===== config.mk =====
export PLATFORM = sky130hd
export DESIGN_NAME = tod_set_controller
export DESIGN_NICKNAME = d
export VERILOG_FILES = /design/src/rtl/tod_pkg.sv /design/src/rtl/key_debounce.sv /design/src/rtl/tod_set_controller.sv
export SDC_FILE = /design/constraint.sdc
export NUM_CORES = 1
export LEC_CHECK = 0
export ABC_AREA = 0
export CAP_MARGIN = 20
export CORE_MARGIN = 1.5
export CORE_UTILIZATION = 50
export DETAILED_ROUTE_END_ITERATION = 7
export PLACE_DENSITY = 0.7
export SETUP_SLACK_MARGIN = 0.3
export SYNTH_ARGS = -nofsm -noshare
export SYNTH_HDL_FRONTEND = slang
export SYNTH_SLANG_ARGS = --single-unit

===== constraint.sdc =====
create_clock -name clk -period 2 [get_ports clk]
set_input_delay 0.3 -clock clk [delete_from_list [all_inputs] [get_ports clk]]
set_output_delay 0.3 -clock clk [all_outputs]
set_load 0.03 [all_outputs]

===== src/rtl/tod_pkg.sv =====
// tod_pkg: shared encodings and limits for the time-of-day set controller.
//   mode_e       : set-mode FSM states, encoded exactly as driven on the mode port
//   HOUR_W/MS_W  : field widths for hour and minute/second
//   MAX_HOUR     : last legal hour value before wrapping to 0
//   MAX_MIN_SEC  : last legal minute/second value before wrapping to 0
package tod_pkg;

    localparam int HOUR_W = 5;
    localparam int MS_W   = 6;

    localparam logic [HOUR_W-1:0] MAX_HOUR    = 5'd23;
    localparam logic [MS_W-1:0]   MAX_MIN_SEC = 6'd59;

    typedef enum logic [1:0] {
        MODE_RUN      = 2'b00,
        MODE_SET_HOUR = 2'b01,
        MODE_SET_MIN  = 2'b10,
        MODE_SET_SEC  = 2'b11
    } mode_e;

endpackage


===== src/rtl/key_debounce.sv =====
// key_debounce: synchronise, debounce and edge-detect one active-low pushbutton.
//   clk    in  system clock
//   rst_n  in  asynchronous active-low reset (key reads as released afterwards)
//   key_n  in  raw pushbutton level, active-low, asynchronous to clk
//   press  out one-cycle pulse when the debounced level goes released -> pressed
module key_debounce
    import tod_pkg::*;
#(
    parameter int DEBOUNCE_CYC = 1_000_000
) (
    input  logic clk,
    input  logic rst_n,
    input  logic key_n,
    output logic press
);

    localparam int                CNT_W    = $clog2(DEBOUNCE_CYC + 1);
    localparam logic [CNT_W-1:0]  CNT_LAST = CNT_W'(DEBOUNCE_CYC - 1);

    logic             sync1, sync2;
    logic             level, level_d;
    logic [CNT_W-1:0] cnt;

    always_ff @(posedge clk or negedge rst_n) begin
        if (!rst_n) begin
            sync1 <= 1'b1;
            sync2 <= 1'b1;
        end else begin
            sync1 <= key_n;
            sync2 <= sync1;
        end
    end

    // cnt holds the number of consecutive disagreeing samples seen so far;
    // the level flips on the DEBOUNCE_CYC-th one. Any agreement starts over.
    always_ff @(posedge clk or negedge rst_n) begin
        if (!rst_n) begin
            cnt     <= '0;
            level   <= 1'b1;
            level_d <= 1'b1;
        end else begin
            level_d <= level;
            if (sync2 == level) begin
                cnt <= '0;
            end else if (cnt == CNT_LAST) begin
                cnt   <= '0;
                level <= sync2;
            end else begin
                cnt <= cnt + 1'b1;
            end
        end
    end

    assign press = level_d & ~level;

endmodule


===== src/rtl/tod_set_controller.sv =====
// tod_set_controller: 1 Hz enable, pushbutton set-mode FSM, shadow time
// registers and blink masks for the time-of-day clock.
//   clk, rst_n            clock, asynchronous active-low reset
//   key_mode_n, key_inc_n raw active-low pushbuttons (advance mode / increment field)
//   cur_hour/min/sec      live time from the datapath, captured on entry to set mode
//   tick_1hz              one-cycle count enable, only ever high in RUN
//   load                  one-cycle strobe leaving SET_SEC; datapath takes load_*
//   load_hour/min/sec     shadow time, shown continuously
//   mode                  00 RUN, 01 SET_HOUR, 10 SET_MIN, 11 SET_SEC
//   blank_mask            {hour,min,sec}: 1 blanks that field this cycle
module tod_set_controller
    import tod_pkg::*;
#(
    parameter int CLK_HZ       = 50_000_000,
    parameter int DEBOUNCE_CYC = 1_000_000
) (
    input  logic              clk,
    input  logic              rst_n,
    input  logic              key_mode_n,
    input  logic              key_inc_n,
    input  logic [HOUR_W-1:0] cur_hour,
    input  logic [MS_W-1:0]   cur_min,
    input  logic [MS_W-1:0]   cur_sec,
    output logic              tick_1hz,
    output logic              load,
    output logic [HOUR_W-1:0] load_hour,
    output logic [MS_W-1:0]   load_min,
    output logic [MS_W-1:0]   load_sec,
    output logic [1:0]        mode,
    output logic [2:0]        blank_mask
);

    localparam int               PRE_W     = $clog2(CLK_HZ);
    localparam logic [PRE_W-1:0] PRE_LAST  = PRE_W'(CLK_HZ - 1);
    localparam int               BLINK_CYC = CLK_HZ / 4;
    localparam int               BLK_W     = $clog2(BLINK_CYC + 1);
    localparam logic [BLK_W-1:0] BLK_LAST  = BLK_W'(BLINK_CYC - 1);

    mode_e              state, state_nxt;
    logic               press_mode, press_inc, inc_ok;
    logic [PRE_W-1:0]   pre_cnt;
    logic [BLK_W-1:0]   blk_cnt;
    logic               blink_phase;
    logic [HOUR_W-1:0]  sh_hour;
    logic [MS_W-1:0]    sh_min, sh_sec;

    key_debounce #(.DEBOUNCE_CYC(DEBOUNCE_CYC)) u_key_mode (
        .clk   (clk),
        .rst_n (rst_n),
        .key_n (key_mode_n),
        .press (press_mode)
    );

    key_debounce #(.DEBOUNCE_CYC(DEBOUNCE_CYC)) u_key_inc (
        .clk   (clk),
        .rst_n (rst_n),
        .key_n (key_inc_n),
        .press (press_inc)
    );

    // A mode press in the same cycle swallows the increment.
    assign inc_ok = press_inc & ~press_mode & (state != MODE_RUN);

    // ---------------- FSM ----------------
    always_ff @(posedge clk or negedge rst_n) begin
        if (!rst_n) state <= MODE_RUN;
        else        state <= state_nxt;
    end

    always_comb begin
        state_nxt = state;
        if (press_mode) begin
            case (state)
                MODE_RUN:      state_nxt = MODE_SET_HOUR;
                MODE_SET_HOUR: state_nxt = MODE_SET_MIN;
                MODE_SET_MIN:  state_nxt = MODE_SET_SEC;
                default:       state_nxt = MODE_RUN;
            endcase
        end
    end

    always_comb begin
        mode       = state;
        tick_1hz   = (state == MODE_RUN) && (pre_cnt == PRE_LAST);
        blank_mask = 3'b000;
        if (blink_phase) begin
            case (state)
                MODE_SET_HOUR: blank_mask = 3'b100;
                MODE_SET_MIN:  blank_mask = 3'b010;
                MODE_SET_SEC:  blank_mask = 3'b001;
                default:       blank_mask = 3'b000;
            endcase
        end
    end

    // Load goes out in the cycle after the leaving press, when mode already reads RUN.
    always_ff @(posedge clk or negedge rst_n) begin
        if (!rst_n) load <= 1'b0;
        else        load <= press_mode && (state == MODE_SET_SEC);
    end

    // ---------------- prescaler ----------------
    // Also held through the load cycle so the first tick lands a full
    // CLK_HZ cycles after the datapath takes the new time.
    always_ff @(posedge clk or negedge rst_n) begin
        if (!rst_n)                          pre_cnt <= '0;
        else if (state != MODE_RUN || load)  pre_cnt <= '0;
        else if (pre_cnt == PRE_LAST)        pre_cnt <= '0;
        else                                 pre_cnt <= pre_cnt + 1'b1;
    end

    // ---------------- blink divider ----------------
    // Restarts visible on any state change or accepted increment so the
    // field being edited is on screen right after the user touches it.
    always_ff @(posedge clk or negedge rst_n) begin
        if (!rst_n) begin
            blk_cnt     <= '0;
            blink_phase <= 1'b0;
        end else if (press_mode || inc_ok || state == MODE_RUN) begin
            blk_cnt     <= '0;
            blink_phase <= 1'b0;
        end else if (blk_cnt == BLK_LAST) begin
            blk_cnt     <= '0;
            blink_phase <= ~blink_phase;
        end else begin
            blk_cnt <= blk_cnt + 1'b1;
        end
    end

    // ---------------- shadow registers ----------------
    always_ff @(posedge clk or negedge rst_n) begin
        if (!rst_n) begin
            sh_hour <= '0;
            sh_min  <= '0;
            sh_sec  <= '0;
        end else if (press_mode && state == MODE_RUN) begin
            sh_hour <= cur_hour;
            sh_min  <= cur_min;
            sh_sec  <= cur_sec;
        end else if (inc_ok) begin
            case (state)
                MODE_SET_HOUR: sh_hour <= (sh_hour == MAX_HOUR)    ? '0 : sh_hour + 1'b1;
                MODE_SET_MIN:  sh_min  <= (sh_min  == MAX_MIN_SEC) ? '0 : sh_min  + 1'b1;
                MODE_SET_SEC:  sh_sec  <= (sh_sec  == MAX_MIN_SEC) ? '0 : sh_sec  + 1'b1;
                default:       ;
            endcase
        end
    end

    assign load_hour = sh_hour;
    assign load_min  = sh_min;
    assign load_sec  = sh_sec;

endmodule


* After elaboration in Yosys (flattened, before gate mapping)
Cells that the tools add are included.
** Word-level totals
- Bits in registers :: 119
- Bits in latches :: 0
- Bits in writable memories :: 0
- Memory bits (read-only) :: 0
- Output and inout bits :: 24
- Memories kept :: 0
** Operators by class
- Add/subtract/negate cells :: 7
- Multipliers :: 0
- Divide/modulo/power cells :: 0
- $lt $le $gt $ge :: 0
- Equality and inequality tests :: 12
- Shift-type cells :: 0
- Multiplexer cells :: 25
- Bitwise logic cells :: 10
- Reductions and logical operators :: 18
** Operators with widths (number)
- 20-bit 2-to-1 mux :: 4
- 26-bit 2-to-1 mux :: 2
- 24-bit 2-to-1 mux :: 2
- 6-bit 2-to-1 mux :: 8
- 20-bit by 1-bit adder with 20-bit output (second input constant) :: 2
- 20-bit == test (second input constant) :: 2
- 26-bit by 1-bit adder with 26-bit output (second input constant) :: 1
- 26-bit == test (second input constant) :: 1
- 24-bit by 1-bit adder with 24-bit output (second input constant) :: 1
- 24-bit == test (second input constant) :: 1
- 5-bit 2-to-1 mux :: 4
- 6-bit by 1-bit adder with 6-bit output (second input constant) :: 2
- 6-bit == test (second input constant) :: 2
- 2-bit nonzero test :: 6
- 2-bit AND reduction :: 5
- 3-bit one-hot mux with 3 select lines :: 1
- 1-bit inverter :: 6
- 2-bit one-hot mux with 3 select lines :: 1
- 5-bit by 1-bit adder with 5-bit output (second input constant) :: 1
- 5-bit == test (second input constant) :: 1
- 1-bit bitwise AND :: 4
- 2-bit == test (second input constant) :: 2
- 1-bit logical AND :: 3
- 1-bit logical OR :: 3
- 5 further kinds :: 7

* Logic depth before layout (Yosys ltp)
- Depth in word-level cells :: 8
- Mapped depth :: 8
- Depth with buffers taken out :: 7

* Cells and area by module
A second synthesis with hierarchy kept.
** Unflattened totals
- Cell total of the unflattened synthesis :: 638
- Area, all modules :: 6332.3 um2
** By module, submodules not included
- tod_set_controller :: instances 1, cells each 418, area each 4030.1 um2
- key_debounce :: instances 2, cells each 110, area each 1151.1 um2

* Worst setup path after synthesis
Ideal clock, no wire load.
- Kind :: register to register
- From :: register state[0] (netlist: mode[0])
- To :: register sh_sec[2] (netlist: load_sec[2])
- Library setup time :: 0.135 ns
- Data arrival time :: 1.927 ns
- Required time :: 1.865 ns
- Setup slack :: -0.062 ns
- Stages on the path, launching flop included :: 7
- Buffers on the path :: 0
- Clock period less this slack :: 2.062 ns
- Cells stage by stage :: dfrtp_1 inv_1 ha_1 nor4b_1 nand2_1 mux2i_1 o21ai_0
** Between the ends
- Cells in the longest elaborated chain, start to end :: 4
** Ends and longest elaborated chain
- from (decl) :: line tod_set_controller.sv:39 : mode_e state, state_nxt;
- from (signal assigned) :: line tod_set_controller.sv:67 : else state <= state_nxt;
- 2-bit nonzero test / 2-bit logical NOT (equally long branches) :: line tod_set_controller.sv:62, tod_set_controller.sv:136
- 1-bit bitwise AND / 1-bit logical AND (equally long branches) :: line tod_set_controller.sv:62, tod_set_controller.sv:136
- 2-bit nonzero test (no line)
- 2-bit AND reduction (no line)
- to (signal assigned) :: line tod_set_controller.sv:139 : sh_sec <= cur_sec;
- to (signal assigned) :: line tod_set_controller.sv:144 : MODE_SET_SEC: sh_sec <= (sh_sec == MAX_MIN_SEC) ? '0 : sh_sec + 1'b1;
- to (decl) :: line tod_set_controller.sv:45 : logic [MS_W-1:0] sh_min, sh_sec;
Parallel ways exist; a longest one is shown, timed or not.
A chain may end at the register's enable or synchronous reset.

* Worst setup path after layout
- From :: register pre_cnt[6]
- To :: output tick_1hz
** Between the ends
- Cells in the longest elaborated chain, start to end :: 2
** Ends and longest elaborated chain
- from (decl) :: line tod_set_controller.sv:41 : logic [PRE_W-1:0] pre_cnt;
- from (signal assigned) :: line tod_set_controller.sv:109 : else pre_cnt <= pre_cnt + 1'b1;
- 26-bit == test :: line tod_set_controller.sv:84 : tick_1hz = (state == MODE_RUN) && (pre_cnt == PRE_LAST);
- 1-bit logical AND :: line tod_set_controller.sv:84
- to (decl) :: line tod_set_controller.sv:24 : output logic tick_1hz,
No other way between the ends.

==> flow_metrics.env <==
export IMPL_ys_seq_area_share_pct=50.3
export IMPL_gp_congestion=0.881
export IMPL_drt_iter0_drc=354
export IMPL_rows=39
export IMPL_met3_usage_pct=6.70
export IMPL_final_core_util_pct=71.5
export IMPL_fp_dieH_um=112
export IMPL_num_nets_final=757
export IMPL_fmax_ghz=0.442
export IMPL_most_common_layout_cells="dfrtp_1, nor2_1, xor2_1"
export IMPL_cts_max_level=4
export IMPL_start_util_pct=51.5
export IMPL_slew_viol_final=0
export IMPL_worstMarginPinSlew_ns=0.600
export IMPL_max_cap_viol_count=0
export IMPL_busiest_layer="met2"
export IMPL_p_leak_uw=0.00345
export IMPL_sequential_cell_area_mm2=0.00300
export IMPL_synthArstFlopShare_pct=100
export IMPL_globalRouteTotalUtil_pct=24.2
export IMPL_post_route_min_period_ns=2.26
export IMPL_outcome="complete, but fails checks"
export IMPL_synth_compound_area_share_pct=3.54
export IMPL_hpwl_um=8730
export IMPL_clock_root_buffer="clkbuf_16"
export IMPL_cts_buffers=17
export IMPL_path_class="flip-flop to primary output"
export IMPL_antenna_found_initial=0
export IMPL_setup_violations=1
export IMPL_cts_tree="built"
export IMPL_antenna_left=0
export IMPL_min_delay_path_class="input pin to flip-flop"
export IMPL_cts_sinks=119
export IMPL_synth_area_mux_share_pct=1.05
export IMPL_vias=5000
export IMPL_violations="DRC, setup timing"
export IMPL_start_kind="flip-flop"
export IMPL_vias_per_cell=5.69
export IMPL_yosysWarnings=0
export IMPL_rsz0062_at_grt="yes"
export IMPL_required_ns=1.70
export IMPL_syn_to_final_growth_pct=38.8
export IMPL_hold_viol=0
export IMPL_finClkSkew_ns=0.00588
export IMPL_grt_pass1_vias=4941
export IMPL_grt_met2_usage_pct=39.5
export IMPL_wl_per_cell_um=17.0
export IMPL_port_buffers=44
export IMPL_worstSkewPairLatency_ns=0.42
export IMPL_maxSlewHeadroom_pct=59.9
export IMPL_worst_path_max_fanout=5
export IMPL_crit_arrival_ns=1.96
export IMPL_synth_top_flop_cell="dfrtp_1"
export IMPL_synth_area_mm2=0.00593
export IMPL_p_total_uw=5590
export IMPL_diodes=0
export IMPL_layout_setup_ws_ns=-0.264
export IMPL_power_density_mw_per_mm2=678
export IMPL_clockBufferDepth=2
export IMPL_fin_hold_ws_ns=0.282
export IMPL_grt_pass1_wl_um=23800
export IMPL_synth_top_family_by_area="simple AND/OR/NAND/NOR gates"
export IMPL_ys_top_cells_by_area="dfrtp_1, nor2_1, xor2_1"
export IMPL_fillers=817
export IMPL_synthAdderAreaFrac_pct=2.95
export IMPL_die_w_um=112
export IMPL_wirelength_um=14900
export IMPL_firstDrtPassIters=7
export IMPL_drive_gt1_share_pct=27.9
export IMPL_post_route_drc_count=2
export IMPL_grt_overflow=0
export IMPL_synth_edff_count=0
export IMPL_min_period_over_period_pct=113
export IMPL_cp_end_kind="primary output"
export IMPL_grt_max_degree=39
export IMPL_synth_area_leader_cell="dfrtp_1"
export IMPL_yosysTopAreaCellShare_pct=46.8
export IMPL_use_met1_pct=31.3
export IMPL_synth_simple_gate_area_share_pct=28.2
export IMPL_synth_nets=648
export IMPL_ys_types=46
export IMPL_coreArea_mm2=0.0115
export IMPL_multi_input_area_mm2=0.00344
export IMPL_clk_pin_slew_worst_paths_ns=0.05
export IMPL_ys_ff_latch=119
export IMPL_syn_area_per_cell_um2=9.68
export IMPL_final_common_cell="dfrtp_1"
export IMPL_synth_xor_area_share_pct=12.1
export IMPL_die_area_mm2=0.0125
export IMPL_ios=45
export IMPL_syn_instance_count=613
export IMPL_ir_drop_v=0.000565
per-stage QoR:
step	TNS (ns)	cell area [um^2]	cells	worst slack, ns
2_1_floorplan	0	6010	613	0.283
3_3_place_gp	0	6720	804	0.166
3_5_place_dp	0	6720	804	0.0800
4_1_cts	-0.242	7830	865	-0.242
5_1_grt	-0.318	8240	878	-0.312
6_report	-0.264	8240	878	-0.264
state kept, by name, summed over array words and instances, names as in the netlist, 2 cells and up:
name / flops
u_key_mode.cnt: 20
load_hour: 5
u_key_inc.cnt: 20
pre_cnt: 26
load_min: 6
mode: 2
load_sec: 6
blk_cnt: 24
cells in the mapped netlist (3+ instances only):
library cell and count:
a211oi_1 3, a21oi_1 6, a31oi_1 6, and2_1 7, and3_1 16, and4_1 6
buf_2 3, buf_4 3, clkbuf_1 7, dfrtp_1 111, dfstp_2 8, ha_1 14
inv_1 9, mux2i_1 4, nand2_1 46, nand2b_1 4, nand3_1 45, nand3b_1 3
nand4_1 31, nor2_1 118, nor2b_1 3, nor3_1 18, nor4_1 13, nor4b_1 4
o21ai_0 17, or3_1 4, xnor2_1 33, xor2_1 49
kinds of logic (layout without fill, tap and decap cells):
family / Yosys count / after routing
buffers and inverters: 23 / 144
DFF: 119 / 119
muxes: 6 / 6
adders and majority gates: 14 / 14
and+or+nand+nor: 333 / 334
AOI/OAI and AO/OA: 36 / 36
xor gates and xnor gates: 82 / 82
layout make-up:
class,count,share of cell area [%]
well taps,143,2.17
clock buffers,24,6.09
repair buffers,103,12.2
clock inverters,8,0.851
multi-input cells,472,41.8
flip-flops and latches,119,36.4
inverters,9,0.471
repair_timing:
action,CTS,global route
cloned,3,1
pin swaps,22,27
endpoints found under the setup margin,102,108
endpoints found under the hold margin,27,0
resized for setup,117,73
setup buffers,25,12
hold buffers,1,0
worst max-delay path, stage by stage (launching register included):
cell and delay [ns]:
dfrtp_1 0.45, nand3_1 0.13, nor4_1 0.40, nand4_1 0.26
nor2_4 0.15, buf_6 0.14
final timing paths:
kind	cells after the start	end	slack (ns)	from
max	5	tick_1hz	-0.26	pre_cnt[6]
min	1	u_key_mode.sync1	0.28	key_mode_n
max reg2reg	7	blk_cnt[8]	0.08	blk_cnt[6]
min reg2reg	0	u_key_inc.sync2	0.36	u_key_inc.sync1
max in group asynchronous	3	u_key_inc.sync2	0.91	rst_n
min in group asynchronous	2	pre_cnt[0]	0.42	rst_n
metal layers:
layer	part of all wire, %	up-vias
met4	1.9	0
met1	43	2472
met3	4.1	30
li1	-	2366
met5	0	-
met2	51	132
power breakdown:
part,leakage (uW),internal [uW],switching (uW)
clock,0.000282,1860,1060
sequential,0.00155,2440,27.3
combinational,0.00162,84.7,113
No activity file was read; power rests on OpenSTA's default activity.
